## config.mk

```make
export PLATFORM = sky130hd
export DESIGN_NAME = tcm_wb_arbiter
export DESIGN_NICKNAME = d
export VERILOG_FILES = /design/src/rtl/tcm_arb_pkg.sv /design/src/rtl/tcm_arb_pick.sv /design/src/rtl/tcm_wb_arbiter.sv
export SDC_FILE = /design/constraint.sdc
export NUM_CORES = 1
export LEC_CHECK = 0
export CORE_ASPECT_RATIO = 0.5
export CORE_MARGIN = 8
export CORE_UTILIZATION = 34
export CTS_BUF_LIST = sky130_fd_sc_hd__clkbuf_4 sky130_fd_sc_hd__clkbuf_8 sky130_fd_sc_hd__clkbuf_16
export CTS_CLUSTER_SIZE = 16
export DETAILED_ROUTE_END_ITERATION = 7
export PLACE_DENSITY_LB_ADDON = 0.08
export SYNTH_ARGS = -nofsm -noshare
export SYNTH_HDL_FRONTEND = slang
export SYNTH_SLANG_ARGS = --single-unit
```

## constraint.sdc

```tcl
create_clock -name i_clk -period 1.8 [get_ports i_clk]
set_clock_uncertainty 0.2 [all_clocks]
set_input_delay 0.36 -clock i_clk [delete_from_list [all_inputs] [get_ports i_clk]]
set_output_delay 0.36 -clock i_clk [all_outputs]
set_load 0.02 [all_outputs]
```

## src/rtl/tcm_arb_pkg.sv

```systemverilog
// Shared types and bus widths for the TCM Wishbone arbiter.
package tcm_arb_pkg;

  localparam int WB_ADDR_W = 32;
  localparam int WB_DATA_W = 32;
  localparam int WB_SEL_W  = 4;

  typedef enum logic [1:0] {
    IDLE,
    ISSUE,
    WAIT
  } state_e;

  typedef enum logic {
    GNT_M0,
    GNT_M1
  } grant_e;

  // One captured Wishbone request, held stable for the whole TCM transfer.
  typedef struct packed {
    logic [WB_ADDR_W-1:0] addr;
    logic                 we;
    logic [WB_SEL_W-1:0]  sel;
    logic [WB_DATA_W-1:0] wdata;
  } wb_req_t;

endpackage

```

## src/rtl/tcm_arb_pick.sv

```systemverilog
// Two-way request picker: round-robin against the last completed owner, or m1-first.
module tcm_arb_pick
  import tcm_arb_pkg::*;
(
  input  logic [1:0] req,
  input  grant_e     last,
  input  logic       rr_en,
  output grant_e     winner
);

  always_comb begin
    // NOTE: assign a default before any branch so no path leaves winner unassigned (no latch).
    winner = GNT_M0;
    if (req == 2'b11) begin
      winner = (rr_en && last == GNT_M1) ? GNT_M0 : GNT_M1;
    end else if (req[1]) begin
      winner = GNT_M1;
    end
  end

endmodule

```

## src/rtl/tcm_wb_arbiter.sv

```systemverilog
// Two-master Wishbone classic arbiter in front of the single-port TCM: one registered
// transfer at a time, one-cycle strobe, ack/rdata routed back, watchdog error on hang.
module tcm_wb_arbiter
  import tcm_arb_pkg::*;
#(
  parameter int TIMEOUT_CYCLES = 16,
  parameter bit PRIORITY_RR    = 1'b1
) (
  input  logic                 i_clk,
  input  logic                 i_reset_n,
  input  logic [WB_ADDR_W-1:0] i_m0_addr,
  input  logic                 i_m0_cyc,
  input  logic                 i_m0_stb,
  input  logic                 i_m0_we,
  input  logic [WB_SEL_W-1:0]  i_m0_sel,
  input  logic [WB_DATA_W-1:0] i_m0_wdata,
  output logic                 o_m0_ack,
  output logic                 o_m0_err,
  output logic [WB_DATA_W-1:0] o_m0_rdata,
  input  logic [WB_ADDR_W-1:0] i_m1_addr,
  input  logic                 i_m1_cyc,
  input  logic                 i_m1_stb,
  input  logic                 i_m1_we,
  input  logic [WB_SEL_W-1:0]  i_m1_sel,
  input  logic [WB_DATA_W-1:0] i_m1_wdata,
  output logic                 o_m1_ack,
  output logic                 o_m1_err,
  output logic [WB_DATA_W-1:0] o_m1_rdata,
  output logic [WB_ADDR_W-1:0] o_s_addr,
  output logic                 o_s_cyc,
  output logic                 o_s_stb,
  output logic                 o_s_we,
  output logic [WB_SEL_W-1:0]  o_s_sel,
  output logic [WB_DATA_W-1:0] o_s_wdata,
  input  logic                 i_s_ack,
  input  logic [WB_DATA_W-1:0] i_s_rdata
);

  localparam int               TMR_W    = $clog2(TIMEOUT_CYCLES);
  localparam logic [TMR_W-1:0] TMR_LAST = TMR_W'(TIMEOUT_CYCLES - 1);

  state_e           state, state_nxt;
  grant_e           grant, last, winner;
  wb_req_t          req_q, m0_req, m1_req;
  logic [TMR_W-1:0] timer;
  logic [1:0]       req;
  logic             start, in_wait, gnt_cyc, abort, ack_fwd, tmo;

  assign req     = {i_m1_cyc & i_m1_stb, i_m0_cyc & i_m0_stb};
  assign m0_req  = '{addr: i_m0_addr, we: i_m0_we, sel: i_m0_sel, wdata: i_m0_wdata};
  assign m1_req  = '{addr: i_m1_addr, we: i_m1_we, sel: i_m1_sel, wdata: i_m1_wdata};
  assign start   = (state == IDLE) && (req != 2'b00);
  assign in_wait = (state == WAIT);
  assign gnt_cyc = (grant == GNT_M1) ? i_m1_cyc : i_m0_cyc;

  // Abort beats ack, ack beats timeout; acks outside WAIT never reach a master.
  assign abort   = in_wait && !gnt_cyc;
  assign ack_fwd = in_wait && gnt_cyc && i_s_ack;
  assign tmo     = in_wait && gnt_cyc && !i_s_ack && (timer == TMR_LAST);

  tcm_arb_pick u_pick (
    .req    (req),
    .last   (last),
    .rr_en  (PRIORITY_RR),
    .winner (winner)
  );

  // NOTE: sequential state uses non-blocking assignments so every register samples pre-edge values.
  always_ff @(posedge i_clk or negedge i_reset_n) begin
    if (!i_reset_n) begin
      state <= IDLE;
    end else begin
      state <= state_nxt;
    end
  end

  always_comb begin
    state_nxt = state;
    unique case (state)
      IDLE:    if (start) state_nxt = ISSUE;
      ISSUE:   state_nxt = WAIT;
      WAIT:    if (abort || ack_fwd || tmo) state_nxt = IDLE;
      default: state_nxt = IDLE;
    endcase
  end

  // Capture, owner tracking and the saturating watchdog.
  always_ff @(posedge i_clk or negedge i_reset_n) begin
    if (!i_reset_n) begin
      grant <= GNT_M0;
      last  <= GNT_M0;
      req_q <= '0;
      timer <= '0;
    end else begin
      if (start) begin
        grant <= winner;
        req_q <= (winner == GNT_M1) ? m1_req : m0_req;
      end
      if (state == ISSUE) begin
        timer <= '0;
      end else if (in_wait && timer != TMR_LAST) begin
        timer <= timer + 1'b1;
      end
      // Only a completed transfer counts as a turn for round-robin.
      if (ack_fwd) begin
        last <= grant;
      end
    end
  end

  always_comb begin
    o_s_cyc   = 1'b0;
    o_s_stb   = 1'b0;
    o_s_we    = 1'b0;
    o_s_sel   = '0;
    o_s_addr  = '0;
    o_s_wdata = '0;
    if (state == ISSUE || state == WAIT) begin
      o_s_cyc   = 1'b1;
      o_s_stb   = (state == ISSUE);
      o_s_we    = req_q.we;
      o_s_sel   = req_q.sel;
      o_s_addr  = req_q.addr;
      o_s_wdata = req_q.wdata;
    end

    o_m0_ack   = ack_fwd && (grant == GNT_M0);
    o_m1_ack   = ack_fwd && (grant == GNT_M1);
    o_m0_err   = tmo && (grant == GNT_M0);
    o_m1_err   = tmo && (grant == GNT_M1);
    o_m0_rdata = o_m0_ack ? i_s_rdata : '0;
    o_m1_rdata = o_m1_ack ? i_s_rdata : '0;
  end

endmodule
```

* Word-level counts from Yosys, hierarchy flattened *
Cells that the tools add are included.

word-level totals
  bits of input ports = 177
  output and inout bits = 139
  register bits after elaboration = 77
  word-level logic and storage cells = 57

operators by class
  equal/unequal tests = 7
  reduce and logical (&&, ||, !) cells = 20
  bitwise operators = 3
  multiplexer cells = 18
  add/sub/neg operators = 1

operators by type and width
  cell                                                   number
  two-way mux 32 bit                                     4
  two-way mux 69 bit                                     1
  two-way mux 4 bit                                      3
  logical AND 1 bit                                      11
  two-way mux 1 bit                                      7
  one-hot mux 2 bit (3 select lines)                     1
  adder 4 x 1 -> 4 bit, second input constant            1
  equality test 2 bit, second input constant             2
  equality test 4 bit, second input constant             1
  two-way mux 2 bit                                      2
  inequality test 4 bit, second input constant           1
  nonzero test 2 bit                                     2
  logical OR 1 bit                                       3
  bitwise AND 1 bit                                      2
  equality test 2 x 1 -> 1 bit, second input constant    1
  zero test 1 bit                                        2
  zero test 2 bit                                        1
  inequality test 2 x 1 -> 1 bit, second input constant  1
  inequality test 2 bit, second input constant           1
  AND reduction 2 bit                                    1
  NOT 1 bit                                              1

* Logic depth before layout (Yosys ltp) *
Gate-level depths: netlist (run 1).

  depth after elaboration = 7
  gate-level depth with buffers = 7
  depth with buffers taken out = 5

* Modules after synthesis *
From an unflattened synthesis (run 1), not the netlist that was laid out.

unflattened totals
  cell total of the unflattened synthesis = 517
  area total of the unflattened synthesis = 4793.3 µm²

by module, submodules not included
  module          area each (µm²)  seq. area each (µm²)  instances  cells each
  tcm_wb_arbiter  4783.3           1926.8                1          515
  tcm_arb_pick    10.0             0.0                   1          2

* Worst setup path after synthesis (run 1) *
No wires, ideal clock.

  kind = register -> output
  start = register state[0]
  end = output o_m0_rdata[22]
  required time = 1.240 ns
  cell stages (with the launch flop) = 8
  buffers on the path = 2
  setup slack = -0.439 ns
  arrival time = 1.679 ns
  cell sequence = dfrtp_1 inv_1 ha_1 buf_2 nand3_1 nor2_1 clkbuf_1 and2_1

on the way
  word-level cells in the longest chain between the ends = 5

ends and longest elaborated chain
  element                          RTL line               source
  start: declaration               tcm_wb_arbiter.sv:42   state_e state, state_nxt;
  start signal: assignment         tcm_wb_arbiter.sv:73   state <= state_nxt;
  equality test 2 bit              tcm_wb_arbiter.sv:53   assign in_wait = (state == WAIT);
  logical AND 1 bit (2 in series)  tcm_wb_arbiter.sv:58   assign ack_fwd = in_wait && gnt_cyc && i_s_ack;
  logical AND 1 bit                tcm_wb_arbiter.sv:127  o_m0_ack = ack_fwd && (grant == GNT_M0);
  named net o_m0_ack               tcm_wb_arbiter.sv:17   output logic o_m0_ack,
  two-way mux 32 bit               tcm_wb_arbiter.sv:131  o_m0_rdata = o_m0_ack ? i_s_rdata : '0;
  end: declaration                 tcm_wb_arbiter.sv:19   output logic [WB_DATA_W-1:0] o_m0_rdata,

The timed path passes the listed nets, and every way through them passes these cells.

* Worst setup path in the final report (run 1) *
  start = register state[0]
  end = output o_m1_rdata[27]

on the way
  word-level cells in the longest chain between the ends = 5

ends and longest elaborated chain
  element                          RTL line               source
  equality test 2 bit              tcm_wb_arbiter.sv:53
  logical AND 1 bit (2 in series)  tcm_wb_arbiter.sv:58
  logical AND 1 bit                tcm_wb_arbiter.sv:128  o_m1_ack = ack_fwd && (grant == GNT_M1);
  two-way mux 32 bit               tcm_wb_arbiter.sv:132  o_m1_rdata = o_m1_ack ? i_s_rdata : '0;
  end: declaration                 tcm_wb_arbiter.sv:28   output logic [WB_DATA_W-1:0] o_m1_rdata,

Every way passes these cells.

==> results of run 1 <==
critical path, delay by kind of cell, from the launching register on:
| family | cells | cell delay (ps) |
|---|---|---|
| DFF | 1 | 390 |
| buffers and inverters | 4 | 490 |
| adders and majority gates | 1 | 190 |
| and+or+nand+nor | 3 | 420 |
metrics by stage:
| stage | utilization | hold slack [ps] | instance area (um2) |
|---|---|---|---|
| after floorplan | - | -135.6 | 5355 |
| after global placement | 0.6194 | 133.8 | 8914 |
| after detailed placement | 0.6194 | 135.5 | 8914 |
| after CTS | 0.6557 | 312.5 | 9435 |
| after global routing | 0.6835 | 363.7 | 9836 |
| final | 0.6835 | 334.1 | 9836 |
what timing repair did:
action	CTS	global route
endpoints found under the setup margin	141	188
hold buffers	1	0
gates cloned	3	5
endpoints found under the hold margin	27	0
pin swaps	4	8
setup buffers	11	4
gates resized for setup	766	129
path summary, 6_finish.rpt:
path / from / endpoint / slack, ps / cells past startpoint
setup / recovery: state[0]$_DFFE_PN0P_ / o_m1_rdata[27] / -580 / 8
hold / removal: i_reset_n / req_q[68]$_DFFE_PN0P_ / 330 / 2
setup reg to reg: state[1]$_DFFE_PN0P_ / state[1]$_DFFE_PN0P_ / -140 / 6
hold reg to reg: req_q[13]$_DFFE_PN0P_ / req_q[13]$_DFFE_PN0P_ / 340 / 2
max in group asynchronous: i_reset_n / req_q[47]$_DFFE_PN0P_ / 550 / 3
min in group i_clk: req_q[13]$_DFFE_PN0P_ / req_q[13]$_DFFE_PN0P_ / 340 / 2
sequential cells by signal (all words and copies together) (netlist names):
signal / flops
grant: 1
timer: 4
req_q: 69
last: 1
state: 2
layer usage:
| layer | track usage | vias to the layer above | share of wire |
|---|---|---|---|
| li1 | - | 2867 | - |
| met1 | 0.2901 | 3001 | 0.41 |
| met2 | 0.4066 | 244 | 0.51 |
| met3 | 0.06460 | 24 | 0.071 |
| met4 | 0.05640 | 2 | 0.018 |
| met5 | 0 | - | 0.00042 |
power by group:
group / switching [uW] / internal (uW) / leakage [uW]
Clock: 701 / 1180 / 0.000157
Combinational: 4820 / 5310 / 0.00306
Sequential: 411 / 2560 / 0.000870
Total: 5930 / 9060 / 0.00409
cell families after synthesis:
family / share of synthesized area
and+or+nand+nor: 0.2780
buffers and inverters: 0.07617
DFF: 0.3871
AOI/OAI and AO/OA: 0.2411
adders and majority gates: 0.01006
muxes: 0.007540
final cells by class:
class	count	area (um2)	share of cell area
Timing Repair Buffer	384	4250	0.4321
Multi-Input combinational cell	451	3078	0.3129
Sequential cell	77	1929	0.1962
Clock buffer	13	267.8	0.02722
Tap cell	198	247.7	0.02519
Clock inverter	3	43.79	0.004452
Inverter	5	18.77	0.001908
Yosys cell counts, types with 2 or more instances:
| library cell | count |
|---|---|
| buf_6 | 8 |
| inv_1 | 5 |
| dfrtp_1 | 77 |
| buf_2 | 8 |
| nor2_1 | 6 |
| clkbuf_1 | 57 |
| a31oi_1 | 70 |
| nor3_1 | 2 |
| and2_1 | 133 |
| and3_1 | 2 |
| mux2_2 | 2 |
| ha_1 | 4 |
| a21oi_1 | 73 |
| nand4_1 | 70 |
| o21ai_1 | 10 |
| nand3_1 | 7 |
| o21ai_0 | 61 |
==> flow_summary.json, run 1 <==
{
  "die_area_um2": 19000,
  "drive_gt1_frac": 0.4105,
  "end_kind": "output pin",
  "synth_top_flop_cell": "dfrtp_1",
  "via_count": 6138,
  "clkTransAtPathRegs_ps": 60,
  "yosys_warnings": 0,
  "drtAntennaViolNets": 0,
  "die_w_um": 187.1,
  "wl_per_cell_um": 20.96,
  "period_needed_ps": 2381,
  "crit_type": "reg2out",
  "finalSetupTns_ps": -67080,
  "synthesis.area_per_instance_um2": 8.173,
  "synth_cell_types": 31,
  "synth_edf_count": 0,
  "rsz0062_at_grt": "true",
  "synth.area.top_cells": "dfrtp_1 39%, and2_1 17%, a31oi_1 8.8%",
  "final_common_cell": "clkdlybuf4s50_1",
  "synth_fp_nets": 790,
  "max_freq_mhz": 419.9,
  "relSlewSlack": 0.7011,
  "via_per_inst": 5.427,
  "htreeDepth": 3,
  "totalWireLength_um": 23710,
  "vdd_drop_max_v": 0.0007800,
  "synthToLayoutAreaGrowth_pct": 97.61,
  "synth_top_area_share": 0.3871,
  "dpl.hpwl_um": 16740,
  "grt_usage": 0.2350,
  "cpMaxStageDelayCell": "dfrtp_1",
  "numCtsBuffers": 9,
  "dpl.cell_count": 1093,
  "final_cell_mix": "171 x clkdlybuf4s50_1, 149 x buf_6, 96 x and2_4",
  "antenna_found_initial": 1,
  "worst_pin_slew_ps": 448.3,
  "dpl_worst_slack_ps": -956.7,
  "num-nets-final": 1109,
  "arrival_ps": 1820,
  "yosysTopAreaCell": "dfrtp_1",
  "start_util": 0.3459,
  "power_uw": 14990,
  "critical_path.max_stage_delay_ps": 390,
  "async_flop_share": 1.000,
  "ys_ff_latch": 77,
  "setup_viol": 140,
  "drv_slew": 0,
  "ios": 316,
  "maxCapViolations": 0,
  "fillers": 1145,
  "root_buffer": "clkbuf_16",
  "drc": 0,
  "drt_iter0_markers": 293,
  "grt_pass1_wl_um": 35800,
  "syn_area_um2": 4977,
  "dr.pass1.iters": 5,
  "overflow": 0,
  "p_leak_uw": 0.004089,
  "start_kind": "flop",
  "antenna_cells": 0,
  "num_rows": 31,
  "power_density_nw_per_um2": 1524,
  "cts_buffer_depth": 2,
  "cts_tree": "yes",
  "place_congestion": 0.8133,
  "io_buffers": 315,
  "path_max_fanout": 8,
  "die_h_um": 101.6,
  "path_common_cell": "buf_6",
  "worst_slack_ps": -581.3,
  "clock_sinks": 77,
  "critPathRequiredTime_ps": 1240,
  "coreArea_um2": 14390,
  "outcome": "complete, but fails checks",
  "hp-class": "in2async",
  "grt_max_degree": 70,
  "violations": "negative setup slack",
  "hold_violations": 0,
  "instances_no_fill": 1131,
  "timing.final.crit_share": 1.323,
  "clk_latency_ps": 330,
  "grt_pass1_vias": 6203,
  "synthCells": 609,
  "worstPathCellList": "inv_2 > ha_4 > nand3_4 > nor2_4 > buf_6 > clkbuf_16 > and2_4 > buf_6",
  "yosysSeqAreaShare": 0.3871
}
(Power assumes the default switching activity.)
==> run 2: changes to the inputs <==
--- a/constraint.sdc
+++ b/constraint.sdc
@@ -4,2 +4,2 @@
 set_output_delay 0.36 -clock i_clk [all_outputs]
-set_load 0.02 [all_outputs]
+set_load 0.05 [all_outputs]
==> run 2 against run 1 <==
Compared with the run above: global-route usage is 0.73 points higher; flip-flop and latch count stayed put; non-clock buffer count is 23 lower; largest power group unchanged; sequential power is 1% higher; sequential share of layout area is 1.7 points lower; fmax is 4.3% higher; worst setup slack better by 97 ps; first-iteration DRC count is 23% higher; wire length is 0.86% higher; count of clock-buffer cells in the layout is 2 lower; the flow still finishes with violations (negative setup slack); hold slack better by 3.6 ps; critical path depth is 2 lower.
==> flow_summary.json, run 2 (synthesis gave the netlist of run 1 again) <==
{
  "drtAntennaViolNets": 0,
  "drive_gt1_frac": 0.3956,
  "arrival_ps": 1720,
  "num-nets-final": 1086,
  "dpl.cell_count": 1087,
  "via_per_inst": 5.433,
  "vdd_drop_max_v": 0.001107,
  "period_needed_ps": 2284,
  "antenna_cells": 0,
  "die_w_um": 187.1,
  "power.internal_uw": 11340,
  "drv_slew": 0,
  "grt_pass1_vias": 6037,
  "timing.final.crit_share": 1.269,
  "fillers": 998,
  "hold_violations": 0,
  "p_sw_frac": 0.4473,
  "critical_path.max_stage_delay_ps": 360,
  "crit_type": "reg2out",
  "wl_per_cell_um": 21.58,
  "final_cell_mix": "171 x clkdlybuf4s50_1, 157 x buf_12, 114 x and2_4",
  "start_util": 0.3459,
  "p_seq_frac": 0.147,
  "clockPowerShare": 0.097,
  "top_regs": "req_q (69), timer (4), state (2)",
  "grt_usage": 0.2423,
  "place_congestion": 0.8365,
  "clk_latency_ps": 330,
  "dpl.hpwl_um": 17980,
  "max_freq_mhz": 437.8,
  "critPathRequiredTime_ps": 1240,
  "cpMaxStageDelayCell": "dfrtp_1",
  "start_kind": "flop",
  "root_buffer": "clkbuf_16",
  "worst_slack_ps": -483.9,
  "totalWireLength_um": 23910,
  "clock_sinks": 77,
  "outcome": "complete, but fails checks",
  "largest_register_ffs": 69,
  "die_area_um2": 19000,
  "num_rows": 31,
  "synthToLayoutAreaGrowth_pct": 116.2,
  "holdWs_ps": 337.7,
  "die_h_um": 101.6,
  "antenna_found_initial": 1,
  "final_common_cell": "clkdlybuf4s50_1",
  "cts_tree": "yes",
  "overflow": 0,
  "cts_buffer_depth": 2,
  "max_flop_register": "req_q",
  "relSlewSlack": 0.7089,
  "rsz0062_at_grt": "true",
  "p_sw_uw": 9179,
  "setup_viol": 139,
  "maxCapViolations": 0,
  "worst_pin_slew_ps": 436.7,
  "worstPathCellList": "inv_2 > buf_4 > ha_4 > buf_12 > and2_2 > buf_12",
  "grt_pass1_wl_um": 36340,
  "multi_input_area_um2": 3118,
  "dpl_worst_slack_ps": -462.8,
  "grt_max_degree": 78,
  "power_density_nw_per_um2": 1907,
  "htreeDepth": 3,
  "regArea_um2": 1928,
  "drc": 0,
  "path_common_cell": "buf_12",
  "io_buffers": 315,
  "path_max_fanout": 25,
  "end_kind": "output pin",
  "p_leak_uw": 0.004265,
  "clkTransAtPathRegs_ps": 60,
  "hp-class": "reg2reg",
  "ios": 316,
  "dr.pass1.iters": 5,
  "drt_iter0_markers": 361,
  "via_count": 6020,
  "numCtsBuffers": 9,
  "coreArea_um2": 14390,
  "violations": "negative setup slack",
  "instances_no_fill": 1108,
  "power_frac_comb": 0.756
}
-- run 2: worst paths after layout --
kind,from,end,slack [ps],cells past startpoint
setup / recovery,state[0]$_DFFE_PN0P_,o_s_addr[12],-480,6
hold / removal,req_q[33]$_DFFE_PN0P_,req_q[33]$_DFFE_PN0P_,340,2
setup reg to reg,state[1]$_DFFE_PN0P_,state[1]$_DFFE_PN0P_,50,5
hold reg to reg,req_q[33]$_DFFE_PN0P_,req_q[33]$_DFFE_PN0P_,340,2
max in group asynchronous,i_reset_n,state[1]$_DFFE_PN0P_,640,3
min in group asynchronous,i_reset_n,req_q[52]$_DFFE_PN0P_,380,3
-- run 2: power groups by stage --
stage / Clock, uW / Combinational [uW] / Sequential [uW]
3_5_place_dp: 0 / 15300 / 3010
2_1_floorplan: 0 / 8110 / 2910
4_1_cts: 2030 / 15500 / 2990
6_report: 1990 / 15500 / 3010
3_3_place_gp: 0 / 15200 / 2950
5_1_grt: 2090 / 16100 / 3100
-- run 2: metrics by stage --
step | setup TNS, ps | util | power [uW] | instance area [um2]
after CTS | -64340 | 0.7451 | 20490 | 10720
after floorplan | -15620 | - | 11020 | 5460
final | -60850 | 0.7477 | 20520 | 10760
after global placement | -49970 | 0.7172 | 18130 | 10320
after detailed placement | -53350 | 0.7172 | 18330 | 10320
after global routing | -69470 | 0.7477 | 21310 | 10760
-- run 2: critical path, delay by kind of cell, from the launching register on --
kind / cells / cell delay (ps)
flops: 1 / 360
simple gates: 1 / 190
fa+ha+maj: 1 / 320
buf+inv: 4 / 520
-- run 2: cell type report --
type | instances | share of cell area
timing repair buffer | 361 | 0.4760
multi-input combinational | 451 | 0.2898
sequential | 77 | 0.1792
tap | 198 | 0.02303
clock buffer | 11 | 0.02233
clock inverter | 5 | 0.007908
inverter | 5 | 0.001744
-- run 2: routing by layer --
metal	up-vias	GRT usage	share of wire
met2	285	0.4246	0.51
met4	2	0.05640	0.018
met3	29	0.07148	0.075
met1	2885	0.2927	0.40
met5	-	0	0.00054
li1	2819	-	-
-- run 2: repair_timing --
action                                  in CTS  in global routing
hold buffers                                 1                  0
setup buffers                                5                  3
resized for setup                           14                 17
endpoints found under the setup margin     143                144
pin swaps                                    6                 16
endpoints found under the hold margin       77                  0
